<file path="src/rtl/store_data_forward.sv">
// Store-data forwarding: selects the freshest value of a store's source register from
// the retiring writeback or a short history of recently retired writes.
module store_data_forward #(
  parameter int XLEN  = 32,
  parameter int REGW  = 5,
  parameter int DEPTH = 3,
  localparam int SRCW = $clog2(DEPTH + 2)
) (
  input  logic            clk,
  input  logic            reset,
  input  logic            wb_valid,
  input  logic [REGW-1:0] wb_rd,
  input  logic [XLEN-1:0] wb_data,
  input  logic            wb_is_load,
  input  logic            st_valid,
  input  logic [REGW-1:0] st_rs2,
  input  logic [XLEN-1:0] st_data,
  input  logic            stall,
  input  logic            flush,
  output logic [XLEN-1:0] mem_wdata,
  output logic            fwd_hit,
  output logic [SRCW-1:0] fwd_src,
  output logic [15:0]     fwd_load_cnt
);

  // History entry 0 is the youngest retired write.
  logic            hist_valid [DEPTH];
  logic [REGW-1:0] hist_rd    [DEPTH];
  logic [XLEN-1:0] hist_data  [DEPTH];
  logic            hist_load  [DEPTH];

  logic store_active;
  logic win_load;

  assign store_active = st_valid && (st_rs2 != '0);

  // Scan oldest to youngest so the youngest matching source overrides.
  always_comb begin
    mem_wdata = st_data;
    fwd_hit   = 1'b0;
    fwd_src   = '0;
    win_load  = 1'b0;
    if (store_active) begin
      for (int k = DEPTH - 1; k >= 0; k--) begin
        if (hist_valid[k] && (hist_rd[k] == st_rs2)) begin
          mem_wdata = hist_data[k];
          fwd_hit   = 1'b1;
          fwd_src   = SRCW'(k + 2);
          win_load  = hist_load[k];
        end
      end
      if (wb_valid && (wb_rd == st_rs2)) begin
        mem_wdata = wb_data;
        fwd_hit   = 1'b1;
        fwd_src   = SRCW'(1);
        win_load  = wb_is_load;
      end
    end
  end

  always_ff @(posedge clk) begin
    if (reset) begin
      for (int k = 0; k < DEPTH; k++) hist_valid[k] <= 1'b0;
      fwd_load_cnt <= '0;
    end else begin
      if (flush) begin
        for (int k = 0; k < DEPTH; k++) hist_valid[k] <= 1'b0;
      end else if (!stall) begin
        for (int k = 1; k < DEPTH; k++) begin
          hist_valid[k] <= hist_valid[k-1];
          hist_rd[k]    <= hist_rd[k-1];
          hist_data[k]  <= hist_data[k-1];
          hist_load[k]  <= hist_load[k-1];
        end
        // Writes to x0 never become forwarding candidates.
        hist_valid[0] <= wb_valid && (wb_rd != '0);
        hist_rd[0]    <= wb_rd;
        hist_data[0]  <= wb_data;
        hist_load[0]  <= wb_is_load;
      end
      if (fwd_hit && !stall && win_load && (fwd_load_cnt != 16'hFFFF))
        fwd_load_cnt <= fwd_load_cnt + 16'd1;
    end
  end

endmodule

</file>
<file path="config.mk">
export PLATFORM = sky130hd
export DESIGN_NAME = store_data_forward
export DESIGN_NICKNAME = d
export VERILOG_FILES = /design/src/rtl/store_data_forward.sv
export SDC_FILE = /design/constraint.sdc
export NUM_CORES = 1
export LEC_CHECK = 0
export ABC_AREA = 1
export ABC_CLOCK_PERIOD_IN_PS = 4750
export CORE_ASPECT_RATIO = 0.9
export CORE_MARGIN = 10
export CORE_UTILIZATION = 40
export DETAILED_ROUTE_END_ITERATION = 12
export GPL_ROUTABILITY_DRIVEN = 0
export HOLD_SLACK_MARGIN = 0.05
export REMOVE_ABC_BUFFERS = 1
export SLEW_MARGIN = 20
export SYNTH_ARGS = -nofsm -noshare
export SYNTH_HDL_FRONTEND = slang
export SYNTH_SLANG_ARGS = --single-unit
export TNS_END_PERCENT = 50
</file>
<file path="constraint.sdc">
create_clock -name clk -period 4.75 [get_ports clk]
set_input_delay 1.1875 -clock clk [delete_from_list [all_inputs] [get_ports clk]]
set_output_delay 1.1875 -clock clk [all_outputs]
set_load 0.05 [all_outputs]
</file>
== Word level (Yosys, flattened, before mapping) ==
Memories as Yosys holds them, arrays and structs flattened.
Index checks and enable logic that the tools add are counted.

* Input port bits: 81
* Bits in writable memories: 117
* Memories kept: 4
* Register bits: 16
* Logic and storage cells: 64
* Output and inout bits: 52

* Equality and inequality tests: 5
* Bitwise operators: 6
* Reduce and logical (&&, ||, !) cells: 12
* Add/subtract/negate cells: 1
* Muxes and demuxes: 35

{| class="wikitable"
|+ Memories
! memory !! depth !! bits a word !! rd ports !! clocked after Yosys merged registers in !! write ports !! RTL line !! source
|-
| hist_data || 3 || 32 || 3 || 0 || 3 || 29 || <nowiki>logic [XLEN-1:0] hist_data [DEPTH];</nowiki>
|-
| hist_rd || 3 || 5 || 3 || 0 || 3 || 28 || <nowiki>logic [REGW-1:0] hist_rd [DEPTH];</nowiki>
|-
| hist_load || 3 || 1 || 3 || 0 || 3 || 30 || <nowiki>logic hist_load [DEPTH];</nowiki>
|-
| hist_valid || 3 || 1 || 3 || 0 || 3 || 27 || <nowiki>logic hist_valid [DEPTH];</nowiki>
|}

{| class="wikitable"
|+ Operators with widths
! operator !! count
|-
| 32-bit two-way mux || 5
|-
| 1-bit two-way mux || 25
|-
| 5-bit == test || 4
|-
| 16-bit by 1-bit adder with 16-bit output, second input constant || 1
|-
| 16-bit inequality test, second input constant || 1
|-
| 3-bit two-way mux || 5
|-
| 5-bit nonzero test || 2
|-
| 1-bit logical AND || 9
|-
| 1-bit bitwise OR || 6
|-
| 1-bit zero test || 1
|}

== Longest topological paths before layout ==
* Depth after elaboration: 10
* Mapped depth: 13
* Depth with buffers taken out: 12

== Least setup slack after synthesis ==
OpenSTA, ideal clock, no wires.

* Path kind: input -> output
* Start: in st_rs2[2]
* End: out mem_wdata[18]
* Required time: 3,563 ps
* Slack: 351 ps
* Cell stages on the path: 9
* Buffers on the path: 1
* Arrival time: 3,211 ps
* Cells stage by stage: inv_2 nand2_1 nand3_1 nand3b_1 nand2_1 inv_1 clkbuf_1 o21ai_0 o21ai_0

* Longest elaborated chain between the ends: 7
* Elaborated cells between the ends (all ways): 15
* Those cells by class: 4 x eq/ne; 5 x mux; 6 x reduce/logical

{| class="wikitable"
|+ RTL lines
! item !! RTL line !! source
|-
| from (decl) || 16 || <nowiki>input logic [REGW-1:0] st_rs2,</nowiki>
|-
| 5-bit == test || 45 || <nowiki>if (hist_valid[k] && (hist_rd[k] == st_rs2)) begin</nowiki>
|-
| 1-bit logical AND || 45 ||
|-
| 32-bit two-way mux (3 in series) || 45 ||
|-
| 32-bit two-way mux || 52 || <nowiki>if (wb_valid && (wb_rd == st_rs2)) begin</nowiki>
|-
| 32-bit two-way mux * || 43 || <nowiki>if (store_active) begin</nowiki>
|-
| to (decl) || 20 || <nowiki>output logic [XLEN-1:0] mem_wdata,</nowiki>
|}

Every way passes the cells marked *; elsewhere a longest branch is shown, timed or not.

== Worst setup path in the final report ==
* Start: in st_rs2[1]
* End: out mem_wdata[17]

Same word-level chain as after synthesis.

==> results.tsv <==
stage	metric	value	unit
global_route	maximum number of pins on one net before global-route repair	47	
setup_path	Slowest cell on crit path	sky130_fd_sc_hd__clkdlybuf4s50_1	
sta	period utilisation layout	95.6	%
final_layout	flip-flop and latch area	3830	µm²
power	pwr dens	332	nW/µm²
logic_synthesis	Synth Warn #	0	
routing	1st-iter DRT viols	300	
logic_synthesis	average cell area after synthesis	9.76	µm²
floorplanning	row count	44	
power	net load switching power	0.740	mW
clock_tree	number of buffers on the longest clock path	2	
logic_synthesis	post-synthesis cell count	670	
sta	maximum frequency from static timing analysis	220	MHz
final_layout	fill cell total of the finished layout	1352	
floorplanning	total I/O pin count	133	
place	Port Buf Inserts	132	
sta	worst clock skew	0.00772	ns
setup_path	critical path buffer and inverter count	5	
routing	final antenna-violating net count	0	
final_layout	most used cells in the layout excluding fill and tap cells	117 x sky130_fd_sc_hd__edfxtp_1, 100 x sky130_fd_sc_hd__nand2_1, 96 x sky130_fd_sc_hd__clkdlybuf4s50_1	
routing	average detailed-routed wire length per instance	17.4	µm
power	switching share of total power	24.6	%
min_path	startpoint of the tightest hold check path	hist_data[0][18]	
setup_path	Req. time, crit path	3.56	ns
sta	final setup TNS	0	ns
logic_synthesis	fraction of the yosys area taken by sequential cells	58.6	%
setup_path	max incr delay on CP	0.57	ns
logic_synthesis	async set-or-reset flop fraction in the synthesized netlist	0	%
sta	setup repair after global routing missed its margin	no	
setup_path	Worst Path Max Fanout	13	
final_layout	leading cell type in the layout, fill and taps excluded	sky130_fd_sc_hd__edfxtp_1	
logic_synthesis	EDFF count, synth	117	
min_path	Hold Path Class	register to register	
setup_path	endpoint type of the worst setup path	output port	
routing	Vias per Instance	5.32	
global_route	antenna violations before repair	2	
floorplanning	effective utilization at floorplan	40.7	%
clock_tree	total number of clock tree sinks	133	
setup_path	worst setup path start	st_rs2[1]	
global_route	total global-route track usage	16.2	%
floorplanning	vertical extent of the die	141	µm
sta	relative max-transition margin	59.0	%
final_layout	nets	888	
clock_tree	Num CTS Buffers	17	
sta	Final setup violation count	0	
job	max-cap check violation count	0	
floorplanning	core region area	16100	µm²
power	internal portion of total power	2.26	mW
clock_tree	cell at the root of the clock tree	sky130_fd_sc_hd__clkbuf_16	
setup_path	critical path's top delay family	buffers and inverters	
power	combinational cell fraction of total power	14.7	%
floorplanning	width of the chip	155	µm
final_layout	post-layout util	56.4	%
final_layout	area occupied by multi-input gates	2240	µm²
global_route	vias in the first global route	5473	
logic_synthesis	Mapped Area	6540	µm²
power	worst voltage drop across the vdd grid	0.000248	V
sta	shortest period the worst path allows	4.54	ns
final_layout	share of final-layout standard cells stronger than drive strength 1	15.8	%
setup_path	element type at the critical path start	input port	
run_status	outcome	finished clean	
routing	vias post-DR	5451	
clock_tree	CTS clock-pin slew for the worst setup and hold paths	0.06	ns
logic_synthesis	dominant synthesized flop cell	sky130_fd_sc_hd__edfxtp_1	
power	reported leakage power	3.37	nW
floorplanning	area of the die	21900	µm²
routing	router iterations before antenna repair	5	
clock_tree	Resized cells post-CTS	0	
clock_tree	number of H-tree branching levels	4	
final_layout	area overhead of the layout relative to synthesis	38.6	%
setup_path	startpoint-to-endpoint class of the critical path	input port to output port	
power	part of the total power dissipated in sequential elements	43.6	%
clock_tree	clock latency on the worst-skew pair	0.42	ns
power	clock power share	41.7	%
sta	Slew Limit Fails	0	
clock_tree	count of hold-fix buffers inserted at cts	0	
global_route	first-pass GRT wire length	28600	µm
routing	total routed wirelength	17800	µm
routing	remaining design rule violation count	0	
sta	transition time of the tightest slew-check pin	0.615	ns
final_layout	n_diodes	0	
logic_synthesis	count of distinct cell types in the synthesized netlist	36	
clock_tree	clock tree from TritonCTS	built	
logic_synthesis	register bit total from synthesis	133	
setup_path	critical register-to-register path startpoint	hist_rd[0][4]	
setup_path	ordered cell list for the critical path	clkdlybuf4s50_1 -> inv_2 -> nand2_1 -> nand2_1 -> nor2_1 -> nand3_2 -> inv_2 -> buf_4 -> a21oi_1 -> o21ai_0 -> a21oi_1 -> o21ai_0 -> buf_12	
global_route	Remaining Overflow, GRT	0	
setup_path	Arr. time, crit path	3.35	ns
sta	number of endpoints with negative hold slack in the final report	0	
clock_tree	total setup buffers inserted after CTS	0	
place	HPWL after detailed placement	12300	µm
setup_path	reg-to-reg setup timing slack	2.48	ns
-- final cells by class --
type | count | share of cell area [%]
clock buffer | 17 | 4.69
clock inverter | 13 | 1.51
inverter | 77 | 3.22
multi-input combinational | 426 | 24.7
sequential | 133 | 42.3
tap | 207 | 2.86
timing repair buffer | 151 | 20.7
-- kinds of logic after synthesis --
logic type,Yosys count,synth area share [%]
compound gates,194,17.0
xor+xnor,14,1.88
fa+ha+maj,1,0.191
buf+inv,111,7.08
flops,133,58.6
simple gates,217,15.3
-- cells in the mapped netlist, types with 12 or more instances --
cell type,n,area [µm²]
sky130_fd_sc_hd__a31oi_1,33,206
sky130_fd_sc_hd__xor2_1,13,114
sky130_fd_sc_hd__nand2_1,100,375
sky130_fd_sc_hd__clkbuf_1,17,63.8
sky130_fd_sc_hd__buf_2,12,60.1
sky130_fd_sc_hd__nand3_1,24,120
sky130_fd_sc_hd__o21ai_0,60,300
sky130_fd_sc_hd__dfxtp_1,16,320
sky130_fd_sc_hd__inv_1,70,263
sky130_fd_sc_hd__a21oi_1,62,310
sky130_fd_sc_hd__o211ai_1,22,165
sky130_fd_sc_hd__edfxtp_1,117,3510
sky130_fd_sc_hd__nor2_1,53,199
-- flip-flops by register name (all words and copies together) (netlist names) --
signal / cells
fwd_load_cnt: 16
hist_data: 96
hist_valid: 3
hist_load: 3
hist_rd: 15
-- metal layers --
layer  routed length [µm]  global-route usage [%]
met5                   23                       0
met4                  159                    6.01
met1                 8240                    21.2
met2                 7900                    24.3
met3                 1460                    5.35
-- power groups by stage --
stage | Sequential (mW) | Clock (mW) | Combinational (mW)
final | 1.31 | 1.25 | 0.442
after global routing | 1.31 | 1.34 | 0.471
after CTS | 1.31 | 1.28 | 0.446
after detailed placement | 1.33 | 0 | 0.444
after global placement | 1.33 | 0 | 0.442
after floorplan | 1.33 | 0 | 0.197
-- through the flow --
stage / instance area, µm² / power [mW] / cells / hold WS [ns] / worst slack (ns)
after floorplan: 6360 / 1.53 / 636 / 0.421 / -0.678
after global placement: 8500 / 1.77 / 994 / 0.425 / 0.253
after detailed placement: 8500 / 1.78 / 994 / 0.431 / 0.219
after CTS: 9060 / 3.04 / 1024 / 0.444 / 0.212
after global routing: 9060 / 3.12 / 1024 / 0.452 / 0.0227
final: 9060 / 3.00 / 1024 / 0.444 / 0.210
-- final timing paths --
check / cells past startpoint / end
worst max-delay path: 13 / mem_wdata[17]
worst min-delay path: 0 / hist_data[0][50]
worst max register to register: 12 / fwd_load_cnt[12]
worst min register to register: 0 / hist_data[0][50]
No activity file was read; power rests on OpenSTA's default activity.
==> RTL change, RTL diff (config.mk and constraints unchanged) <==
Put one more register stage on the output `fwd_load_cnt`, without a reset. The value now appears one clock later. The other outputs are not delayed to match.
--- a/src/rtl/store_data_forward.sv
+++ b/src/rtl/store_data_forward.sv
@@ -23,4 +23,6 @@
   output logic [15:0]     fwd_load_cnt
 );
+
+  logic [15:0] fwd_load_cnt_s0;
 
   // History entry 0 is the youngest retired write.
@@ -62,5 +64,5 @@
     if (reset) begin
       for (int k = 0; k < DEPTH; k++) hist_valid[k] <= 1'b0;
-      fwd_load_cnt <= '0;
+      fwd_load_cnt_s0 <= '0;
     end else begin
       if (flush) begin
@@ -79,7 +81,11 @@
         hist_load[0]  <= wb_is_load;
       end
-      if (fwd_hit && !stall && win_load && (fwd_load_cnt != 16'hFFFF))
-        fwd_load_cnt <= fwd_load_cnt + 16'd1;
+      if (fwd_hit && !stall && win_load && (fwd_load_cnt_s0 != 16'hFFFF))
+        fwd_load_cnt_s0 <= fwd_load_cnt_s0 + 16'd1;
     end
+  end
+
+  always_ff @(posedge clk) begin
+    fwd_load_cnt <= fwd_load_cnt_s0;
   end
 
Formal check against the unedited RTL: not equivalent (a bounded check fails within 4 cycles, from zero or initial values and one cycle with reset high).
==> RTL change against the original RTL <==
  * Power is 4.0% higher
  * Final area grew 3.6%
  * Largest power group unchanged
  * Area after synthesis up 4.6%
  * Non-clock buffer count down 1
  * Worst setup slack got worse by 0.024 ns
  * Critical path type unchanged
  * Sequential cell count grew 16
  * First-iteration DRC count increased by 49%
  * Wire length grew 2.1%
==> RTL change: results (changes against the original RTL) <==
[run_status]
outcome=finished, final reports clean

[critical_path]
worst_r2r_endpoint=fwd_load_cnt_s0[4]
r2r.worst_path.cells=10  ; -2
critical_path_peak_fanout=33  ; +20
critPathCapture=mem_wdata[16]
ff2ff_setup_slack_ns=2.09  ; -0.39 ns
critical_path_arrival_ns=3.38  ; +0.03 ns
r2r_start=fwd_load_cnt_s0[1]

[layout]
nets=930  ; +4.7%
largest_registers=hist_data x96, fwd_load_cnt x16, fwd_load_cnt_s0 x16
fill_cells=1458  ; +7.8%

[synthesis]
synth_cell_types=28  ; -22%
synth.cells.most_frequent=sky130_fd_sc_hd__nand2_1 (137), sky130_fd_sc_hd__edfxtp_1 (117), sky130_fd_sc_hd__inv_1 (83), sky130_fd_sc_hd__nor2_1 (80), sky130_fd_sc_hd__o21ai_0 (63)
yosys-top-cells-area=sky130_fd_sc_hd__edfxtp_1 (51%), sky130_fd_sc_hd__dfxtp_1 (9.4%), sky130_fd_sc_hd__nand2_1 (7.5%)

[detailed_routing]
vias_per_cell=5.23  ; -1.8%
maxUsedRoutingLayer=met4
wl_met3_mm=1.53  ; +4.7%
detail_route.wirelength_mm=18.2  ; +2.1%
drt-initial-drc-count=447  ; +49%

[worst_hold_path]
worstHoldEndpoint=fwd_load_cnt[3]
hold_path.startpoint=fwd_load_cnt_s0[3]

[global_routing]
grt_use_met1_pct=21.0  ; -0.21 points
global_route.usage.met3_pct=5.64  ; +0.29 points
grt_first_pass_wirelength_mm=29.3  ; +2.6%
grt_usage_pct=16.1  ; -0.092 points
first_global_vias=5753  ; +5.1%

[timing]
worst-slew-pin-transition_ns=0.842  ; +0.226 ns
timing.hold.ws_ns=0.371  ; -0.0735 ns

[pwr]
vdd_drop_max_mv=0.248  ; +0.31%

[placement]
hpwl_mm=12.4  ; +1.1%

==> RTL change: where the power goes <==
part	internal [mW]	total [mW]	switching (mW)
Clock	0.715	1.24	0.524
Sequential	1.43	1.44	0.0118
Combinational	0.204	0.443	0.239
Total	2.35	3.13	0.775
==> RTL change: metrics by stage <==
stage / setup TNS, ns / cells / setup WS, ns / power [mW] / area [µm²]
finish: 0 / 1072 / 0.186 / 3.13 / 9390
global route: 0 / 1072 / 0.00162 / 3.24 / 9390
global placement: 0 / 1040 / 0.122 / 1.91 / 8820
floorplan: -28.07 / 679 / -0.848 / 1.66 / 6670
detailed placement: 0 / 1040 / 0.0812 / 1.91 / 8820
CTS: 0 / 1072 / 0.0378 / 3.15 / 9370
==> RTL change: layout make-up <==
type,instances,share of cell area (%)
well taps,211,2.81
inverters,91,3.69
flip-flops and latches,149,44.3
repair buffers,150,20.2
clock buffers,21,5.04
multi-input cells,439,23.3
clock inverters,11,0.760
==> RTL change: worst reg2reg max path, stage by stage (launching register included) <==
cell and delay (ns):
sky130_fd_sc_hd__dfxtp_1 0.38, sky130_fd_sc_hd__ha_1 0.21, sky130_fd_sc_hd__nand2_1 0.09, sky130_fd_sc_hd__nor3_1 0.24, sky130_fd_sc_hd__inv_1 0.09, sky130_fd_sc_hd__nor2_1 0.22, sky130_fd_sc_hd__nand4_1 0.71, sky130_fd_sc_hd__nand4_1 0.43
sky130_fd_sc_hd__nand2_1 0.08, sky130_fd_sc_hd__nand2_1 0.06, sky130_fd_sc_hd__nor2_1 0.04
==> RTL change: cell families after synthesis <==
kind of cell    synth area share (%)
compound gates                  13.8
fa+ha+maj                      0.183
buf+inv                         7.43
flops                           60.8
simple gates                    17.9
==> RTL change: timing repair <==
item                       4_1_cts  5_1_grt
setup endpoints to repair        0       32
setup buffers                    0        0
resized for setup                0       24
